<file path="src/rtl/usr_pkg.sv">
// Shared definitions for the parameterised shift register: mode codes and FSM state encoding.
// The rotate modes are only treated as real operations when USR_ROTATE_EN is defined.
package usr_pkg;

    localparam logic [2:0] MODE_HOLD = 3'b000;
    localparam logic [2:0] MODE_LOAD = 3'b001;
    localparam logic [2:0] MODE_SHL  = 3'b010;
    localparam logic [2:0] MODE_SHR  = 3'b011;
    localparam logic [2:0] MODE_ROL  = 3'b100;
    localparam logic [2:0] MODE_ROR  = 3'b101;
    localparam logic [2:0] MODE_ASR  = 3'b110;
    localparam logic [2:0] MODE_RSVD = 3'b111;

    typedef enum logic [1:0] {
        ST_IDLE  = 2'b00,
        ST_SHIFT = 2'b01,
        ST_DONE  = 2'b10
    } state_t;

    // True for codes that step the register; everything else completes without stepping.
    function automatic logic is_shift_mode(input logic [2:0] m);
        logic r;
        r = (m == MODE_SHL) || (m == MODE_SHR) || (m == MODE_ASR);
`ifdef USR_ROTATE_EN
        r = r || (m == MODE_ROL) || (m == MODE_ROR);
`endif
        return r;
    endfunction

endpackage

</file>
<file path="src/rtl/usr_shift_step.sv">
// Combinational one-bit step of the shift register datapath.
// Rotate cases are compiled in only when USR_ROTATE_EN is defined.
module usr_shift_step
    import usr_pkg::*;
#(
    parameter int WIDTH = 8
) (
    input  logic [WIDTH-1:0] d,
    input  logic [2:0]       mode,
    input  logic             ser_in,
    output logic [WIDTH-1:0] d_next,
    output logic             out_bit
);

    always_comb begin
        d_next  = d;
        out_bit = 1'b0;
        case (mode)
            MODE_SHL: begin
                d_next  = {d[WIDTH-2:0], ser_in};
                out_bit = d[WIDTH-1];
            end
            MODE_SHR: begin
                d_next  = {ser_in, d[WIDTH-1:1]};
                out_bit = d[0];
            end
            MODE_ASR: begin
                d_next  = {d[WIDTH-1], d[WIDTH-1:1]};
                out_bit = d[0];
            end
`ifdef USR_ROTATE_EN
            MODE_ROL: begin
                d_next  = {d[WIDTH-2:0], d[WIDTH-1]};
                out_bit = d[WIDTH-1];
            end
            MODE_ROR: begin
                d_next  = {d[0], d[WIDTH-1:1]};
                out_bit = d[0];
            end
`endif
            default: begin
                d_next  = d;
                out_bit = 1'b0;
            end
        endcase
    end

endmodule

</file>
<file path="src/rtl/param_shift_register.sv">
// Multi-step shift/rotate register with an IDLE/SHIFT/DONE sequencer and clamped step counter.
// Define USR_ROTATE_EN to enable the ROL/ROR modes; otherwise those codes behave as HOLD.
module param_shift_register
    import usr_pkg::*;
#(
    parameter int WIDTH = 8,
    parameter int CNT_W = $clog2(WIDTH) + 1
) (
    input  logic             clk,
    input  logic             reset,
    input  logic             start,
    input  logic [2:0]       mode,
    input  logic [CNT_W-1:0] shift_amt,
    input  logic [WIDTH-1:0] data_in,
    input  logic             ser_in,
    output logic [WIDTH-1:0] data_out,
    output logic             ser_out,
    output logic             busy,
    output logic             done,
    output logic [1:0]       dbg_state
);

    // Handshake: start is sampled only in IDLE; busy is high for each cycle a step is
    // pending, and done pulses for exactly one cycle after the final step (or after the
    // start edge for LOAD/HOLD/zero-length ops). start is ignored while busy or done.

    localparam logic [CNT_W-1:0] WIDTH_AMT = CNT_W'(WIDTH);

    state_t           state;
    logic [CNT_W-1:0] cnt;
    logic [2:0]       mode_q;
    logic [CNT_W-1:0] amt_clamped;
    logic [WIDTH-1:0] step_d;
    logic             step_bit;

    assign amt_clamped = (shift_amt > WIDTH_AMT) ? WIDTH_AMT : shift_amt;
    assign dbg_state   = state;

    usr_shift_step #(.WIDTH(WIDTH)) u_step (
        .d       (data_out),
        .mode    (mode_q),
        .ser_in  (ser_in),
        .d_next  (step_d),
        .out_bit (step_bit)
    );

    always_ff @(posedge clk or posedge reset) begin
        if (reset) begin
            state    <= ST_IDLE;
            cnt      <= '0;
            mode_q   <= MODE_HOLD;
            data_out <= '0;
            ser_out  <= 1'b0;
            busy     <= 1'b0;
            done     <= 1'b0;
        end else begin
            case (state)
                ST_IDLE: begin
                    if (start) begin
                        mode_q <= mode;
                        if (mode == MODE_LOAD) begin
                            data_out <= data_in;
                            cnt      <= '0;
                            state    <= ST_DONE;
                            done     <= 1'b1;
                        end else if (is_shift_mode(mode) && (amt_clamped != '0)) begin
                            cnt   <= amt_clamped;
                            state <= ST_SHIFT;
                            busy  <= 1'b1;
                        end else begin
                            cnt   <= '0;
                            state <= ST_DONE;
                            done  <= 1'b1;
                        end
                    end
                end
                ST_SHIFT: begin
                    data_out <= step_d;
                    ser_out  <= step_bit;
                    cnt      <= cnt - CNT_W'(1);
                    if (cnt == CNT_W'(1)) begin
                        state <= ST_DONE;
                        busy  <= 1'b0;
                        done  <= 1'b1;
                    end
                end
                ST_DONE: begin
                    done  <= 1'b0;
                    state <= ST_IDLE;
                end
                default: begin
                    state <= ST_IDLE;
                    busy  <= 1'b0;
                    done  <= 1'b0;
                end
            endcase
        end
    end

endmodule

</file>
<file path="config.mk">
export PLATFORM = sky130hd
export DESIGN_NAME = param_shift_register
export DESIGN_NICKNAME = d
export VERILOG_FILES = /design/src/rtl/usr_pkg.sv /design/src/rtl/usr_shift_step.sv /design/src/rtl/param_shift_register.sv
export SDC_FILE = /design/constraint.sdc
export NUM_CORES = 1
export LEC_CHECK = 0
export BUFFER_PORTS_ARGS = -buffer_cell sky130_fd_sc_hd__buf_2
export CORE_UTILIZATION = 35
export CTS_CLUSTER_SIZE = 10
export DETAILED_ROUTE_END_ITERATION = 16
export PLACE_DENSITY = 0.7
export SKIP_LAST_GASP = 1
export SLEW_MARGIN = 20
export SYNTH_ARGS = -nofsm -noshare
export SYNTH_HDL_FRONTEND = slang
export SYNTH_SLANG_ARGS = --single-unit
</file>
<file path="constraint.sdc">
create_clock -name clk -period 1.4 [get_ports clk]
set_input_delay 0.07 -clock clk [delete_from_list [all_inputs] [get_ports clk]]
set_output_delay 0.07 -clock clk [all_outputs]
set_load 0.01 [all_outputs]
</file>
After elaboration in Yosys (flattened, before gate mapping)

Index checks and enable logic that the tools add are counted.

Add/subtract/negate cells: 1
Order comparisons: 1
Equal/unequal tests: 19
Muxes and demuxes: 25
Bitwise logic cells: 1
Reductions and logical operators: 14

Operators with widths:

| kind                                                                     | count |
|---|---|
| 8-bit case mux with 3 select lines                                       | 1 |
| 4-bit 2-to-1 mux                                                         | 4 |
| 8-bit 2-to-1 mux                                                         | 2 |
| 8-bit case mux with 2 select lines                                       | 1 |
| 3-bit by 2-bit equality test with 1-bit output (second input constant)   | 4 |
| 2-bit inequality test (second input constant)                            | 6 |
| 5-bit AND reduction                                                      | 2 |
| 1-bit 2-to-1 mux                                                         | 8 |
| 2-bit 2-to-1 mux                                                         | 4 |
| 4-bit case mux with 2 select lines                                       | 1 |
| 3-bit equality test (second input constant)                              | 2 |
| 2-bit AND reduction                                                      | 3 |
| 4-bit by 1-bit equality test with 1-bit output (second input constant)   | 1 |
| 4-bit > comparator (second input constant)                               | 1 |
| 4-bit by 1-bit inequality test with 1-bit output (second input constant) | 1 |
| 1-bit case mux with 2 select lines                                       | 2 |
| 2-bit case mux with 2 select lines                                       | 1 |
| 4-bit AND reduction                                                      | 1 |
| 4-bit nonzero test                                                       | 1 |
| 4-bit by 1-bit subtractor with 4-bit output (second input constant)      | 1 |
| 3-bit by 1-bit equality test with 1-bit output (second input constant)   | 1 |
| 3-bit by 1-bit inequality test with 1-bit output (second input constant) | 1 |
| 3-bit inequality test (second input constant)                            | 1 |
| 1-bit case mux with 3 select lines                                       | 1 |
| other kinds (9)                                                          | 10 |

Register bits after elaboration: 20
Input port bits: 19
Output and inout port bits: 13
Logic and storage cells: 69

Logic depth before layout (Yosys ltp)

Depth after elaboration: 8
Depth in mapped cells: 7

Hierarchy

Synthesis repeated with hierarchy kept, for this count alone.

Cell total of the unflattened synthesis: 135
Area, all modules: 1482.7 um^2

By module, submodules not included:

| module               | instances | cells each | area an instance (um^2) | seq. area each (um^2) |
|---|---|---|---|---|
| param_shift_register | 1         | 90         | 1137.3                  | 500.5 |
| usr_shift_step       | 1         | 45         | 345.3                   | 0.0 |

Least setup slack after synthesis

OpenSTA, ideal clock, no wires.

Path kind: reg-to-reg
Start: reg state[1], in the netlist dbg_state[1]
End: reg data_out[0]
Library setup time: 0.086 ns
Arrival: 1.515 ns
Path slack: -0.200 ns
Stages on the path, launching flop included: 7
Cells stage by stage: dfrtp_1 -> buf_2 -> nor3b_2 -> nand2_2 -> and2_1 -> buf_6 -> o221ai_2

Longest elaborated chain between the ends: 3

RTL lines:

| item                                                                               | line                       | RTL |
|---|---|---|
| start: declaration                                                                 | param_shift_register.sv:29 | `state_t state;` |
| start signal: assignment                                                           | param_shift_register.sv:49 | `state <= ST_IDLE;` |
| start signal: assignment                                                           | param_shift_register.sv:64 | `state <= ST_DONE;` |
| start signal: assignment                                                           | param_shift_register.sv:68 | `state <= ST_SHIFT;` |
| 2-bit by 1-bit equality test with 1-bit output or 2-bit zero test (tied branches)  | param_shift_register.sv:57 | `case (state)` |
| 4-bit by 1-bit inequality test with 1-bit output (no line) (tied with other cells) | n/a                        |  |
| 4-bit AND reduction (no line)                                                      | n/a                        |  |
| end signal: assignment                                                             | param_shift_register.sv:62 | `data_out <= data_in;` |
| end signal: assignment                                                             | param_shift_register.sv:78 | `data_out <= step_d;` |
| end: declaration                                                                   | param_shift_register.sv:16 | `output logic [WIDTH-1:0] data_out,` |

Several ways; a longest one is shown, not always the timed one.
A chain may end at the register's enable or synchronous reset.

Worst setup path after layout

Start: reg mode_q[0]
End: reg data_out[6]

Longest elaborated chain between the ends: 3

RTL lines:

| item                                                                                                   | line                       | RTL |
|---|---|---|
| start: declaration                                                                                     | param_shift_register.sv:31 | `logic [2:0] mode_q;` |
| start signal: assignment                                                                               | param_shift_register.sv:60 | `mode_q <= mode;` |
| 3-bit equality test or 3-bit by 2-bit equality test with 1-bit output (tied branches)                  | usr_shift_step.sv:18       | `case (mode)` |
| 8-bit case mux with 3 select lines or 4-bit by 1-bit inequality test with 1-bit output (tied branches) | n/a                        |  |
| 8-bit case mux with 2 select lines or 4-bit AND reduction (tied branches)                              | n/a                        |  |

Several ways; a longest one is shown, not always the timed one.

==> flow_summary.json <==
{
  "ys_ff_latch": 20,
  "fillers": 332,
  "final_core_utilization_pct": 53.2,
  "dieArea_um2": 3800,
  "hp-class": "primary input to flip-flop",
  "drive_gt1_share_pct": 47.5,
  "cts_tree": "built",
  "htreeDepth": 1,
  "clock_path_buffers": 2,
  "nNetsFinal": 201,
  "status": "complete, but fails checks",
  "vdd_ir_drop_max_mv": 1.01,
  "period_needed_ps": 1400,
  "syn_area_um2": 1240,
  "cp-start-kind": "flip-flop",
  "clk_latency_ps": 300,
  "grt.total_usage_pct": 17.8,
  "ant_nets": 0,
  "antenna_found_initial": 0,
  "synthArstFlopShare_pct": 100,
  "ys_types": 41,
  "ys.flop_type": "dfrtp_1",
  "area_growth_pct": 43.6,
  "multi_input_area_um2": 781,
  "max-cap-violations": 0,
  "place_area_um2": 1580,
  "cts.clk_slew.worst_paths_ps": 120,
  "fp.dieW_um": 61.6,
  "critPathMaxFanout": 7,
  "ios": 32,
  "hold_path_startpoint": "mode[2]",
  "die_h_um": 61.6,
  "worst_pin_slew_ps": 744,
  "arrival_ps": 1600,
  "setup_viol": 3,
  "wl_per_cell_um": 13.6,
  "drt-total-wl_um": 3050,
  "slew_violations": 0,
  "fp-row-count": 21,
  "post-route-period-util_pct": 100,
  "grt-ovfl-total": 0,
  "end_kind": "flip-flop",
  "grt_pass1_vias": 1112,
  "reg2reg_from": "mode_q[0]",
  "antenna_cells": 0,
  "initial_core_util_pct": 37.0,
  "final-seq-area_um2": 500,
  "dp.final_hpwl_um": 2240,
  "drt_iter0_drc": 39,
  "via_per_inst": 5.13,
  "max_freq_mhz": 713,
  "fin_skew_ps": 2.56,
  "synth.avg_cell_area_um2": 9.88,
  "fin_area_um2": 1790,
  "worstSetupPathType": "flip-flop to flip-flop",
  "worst_slack_ps": -3.34,
  "io_buffer_count": 31,
  "power_leakage_nw": 0.814,
  "yosys_warnings": 0,
  "hold_violations": 0,
  "timing.critical_path.from": "mode_q[0]",
  "synth-seq-area-share_pct": 40.2,
  "worst-endpoint-required_ps": 1600,
  "grt_start_max_net_pins": 21,
  "power.density_nw_per_um2": 2450,
  "violations": "setup timing",
  "place_congestion": 0.892,
  "grt_pass1_wl_um": 5000,
  "syn_inst": 126,
  "route.detailed.drc": 0,
  "dpl_worst_slack_ps": -89.9,
  "cts_num_sinks": 20,
  "clock-root-buffer": "clkbuf_4",
  "core-area_um2": 3360,
  "maxSlewHeadroom_pct": 49.7,
  "r2r_slack_ps": -3,
  "num_vias": 1155,
  "syn_nets": 147,
  "rsz0062_at_grt": "true",
  "cts_made_buffers": 3,
  "dr.pass1.iters": 4,
  "synth_enable_flop_cells": 0
}
[state kept, by name, summed over array words and instances (netlist names)]
register / flops
dbg_state: 2
busy: 1
ser_out: 1
mode_q: 3
data_out: 8
done: 1
cnt: 4
[where the power goes]
part           internal (mW)  switching (mW)
clock                  0.159           0.189
combinational           1.52            1.28
sequential             0.873           0.342
total                   2.56            1.82
[worst max-delay path, stage by stage, from the launching register on]
cell	delay (ps)
dfrtp_1	410
buf_6	140
xor2_1	130
nand2_1	110
buf_12	160
mux2i_2	230
o221ai_2	110
[area by class of cell]
class | instances | area share (%)
Sequential cell | 20 | 28.0
Tap cell | 46 | 3.22
Inverter | 5 | 1.05
Timing Repair Buffer | 58 | 22.0
Multi-Input combinational cell | 92 | 43.7
Clock buffer | 4 | 2.03
[Yosys cell counts, drive strengths merged (2+ instances only)]
cell type	count	area [um2]
inv	5	18.8
nor3	3	15.0
nand3	8	40.0
ha	2	25.0
nand2b	3	18.8
nor2b	2	12.5
nand4b	3	26.3
o21ai	4	20.0
buf	6	38.8
nor2	4	15.0
clkbuf	3	11.3
o22a	2	17.5
o221ai	7	105
a2bb2oi	2	17.5
nand3b	2	15.0
nor3b	2	20.0
mux2i	8	80.1
nand2	16	62.6
mux2	3	33.8
a21oi	6	30.0
dfrtp	20	500
o41ai	2	17.5
[cells in the final DEF (no fill, tap or decap), types with 2 or more instances in the layout]
master / n
a21oi_1: 6
a2bb2oi_1: 2
buf_2: 31
buf_4: 19
buf_6: 5
clkbuf_4: 3
dfrtp_1: 20
dlygate4sd3_1: 2
ha_1: 2
inv_1: 5
mux2_4: 3
mux2i_1: 2
mux2i_2: 2
mux2i_4: 4
nand2_1: 14
nand2_2: 2
nand2b_1: 3
nand3_1: 8
nand3b_1: 2
nand4b_1: 3
nor2_1: 4
nor3_1: 3
o21ai_1: 2
o221ai_2: 7
o22a_1: 2
o41ai_1: 2
[stage by stage]
step / TNS, ps / hold slack [ps] / std cells / total power, mW
final: -5.11 / 42.1 / 225 / 4.37
after global routing: -463 / 20.3 / 225 / 4.73
after CTS: -9.89 / 10.4 / 222 / 3.96
after detailed placement: -219 / 115 / 214 / 3.50
after global placement: -56.3 / 109 / 214 / 3.42
after floorplan: -965 / 33.8 / 126 / 2.71
[layer usage]
metal	global-route usage, %	up-vias	part of all wire, %
li1	-	574	-
met1	22.3	549	45
met2	32.3	32	50
met3	3.78	0	4.6
met4	1.90	0	0
met5	0	-	0
[what timing repair did]
item,CTS,global route
gates resized for setup,5,19
hold buffers,2,0
buffers inserted,2,3
gates cloned,0,0
setup endpoints to repair,15,15
endpoints found under the hold margin,21,0
pin swaps,4,6
[path summary, 6_finish.rpt]
check / end / depth (start not counted)
min reg2reg: ser_out / 2
max in group asynchronous: data_out[1] / 4
min in group asynchronous: dbg_state[1] / 4
max: data_out[6] / 6
max reg2reg: data_out[6] / 6
min: mode_q[2] / 2
[logic make-up after synthesis]
kind of cell	synth area share [%]
buffers and inverters	5.53
and+or+nand+nor	19.3
DFF	40.2
AOI/OAI and AO/OA	23.1
muxes	9.15
adders and majority gates	2.01
xor gates and xnor gates	0.704
Power figures use the tool's default switching activity.
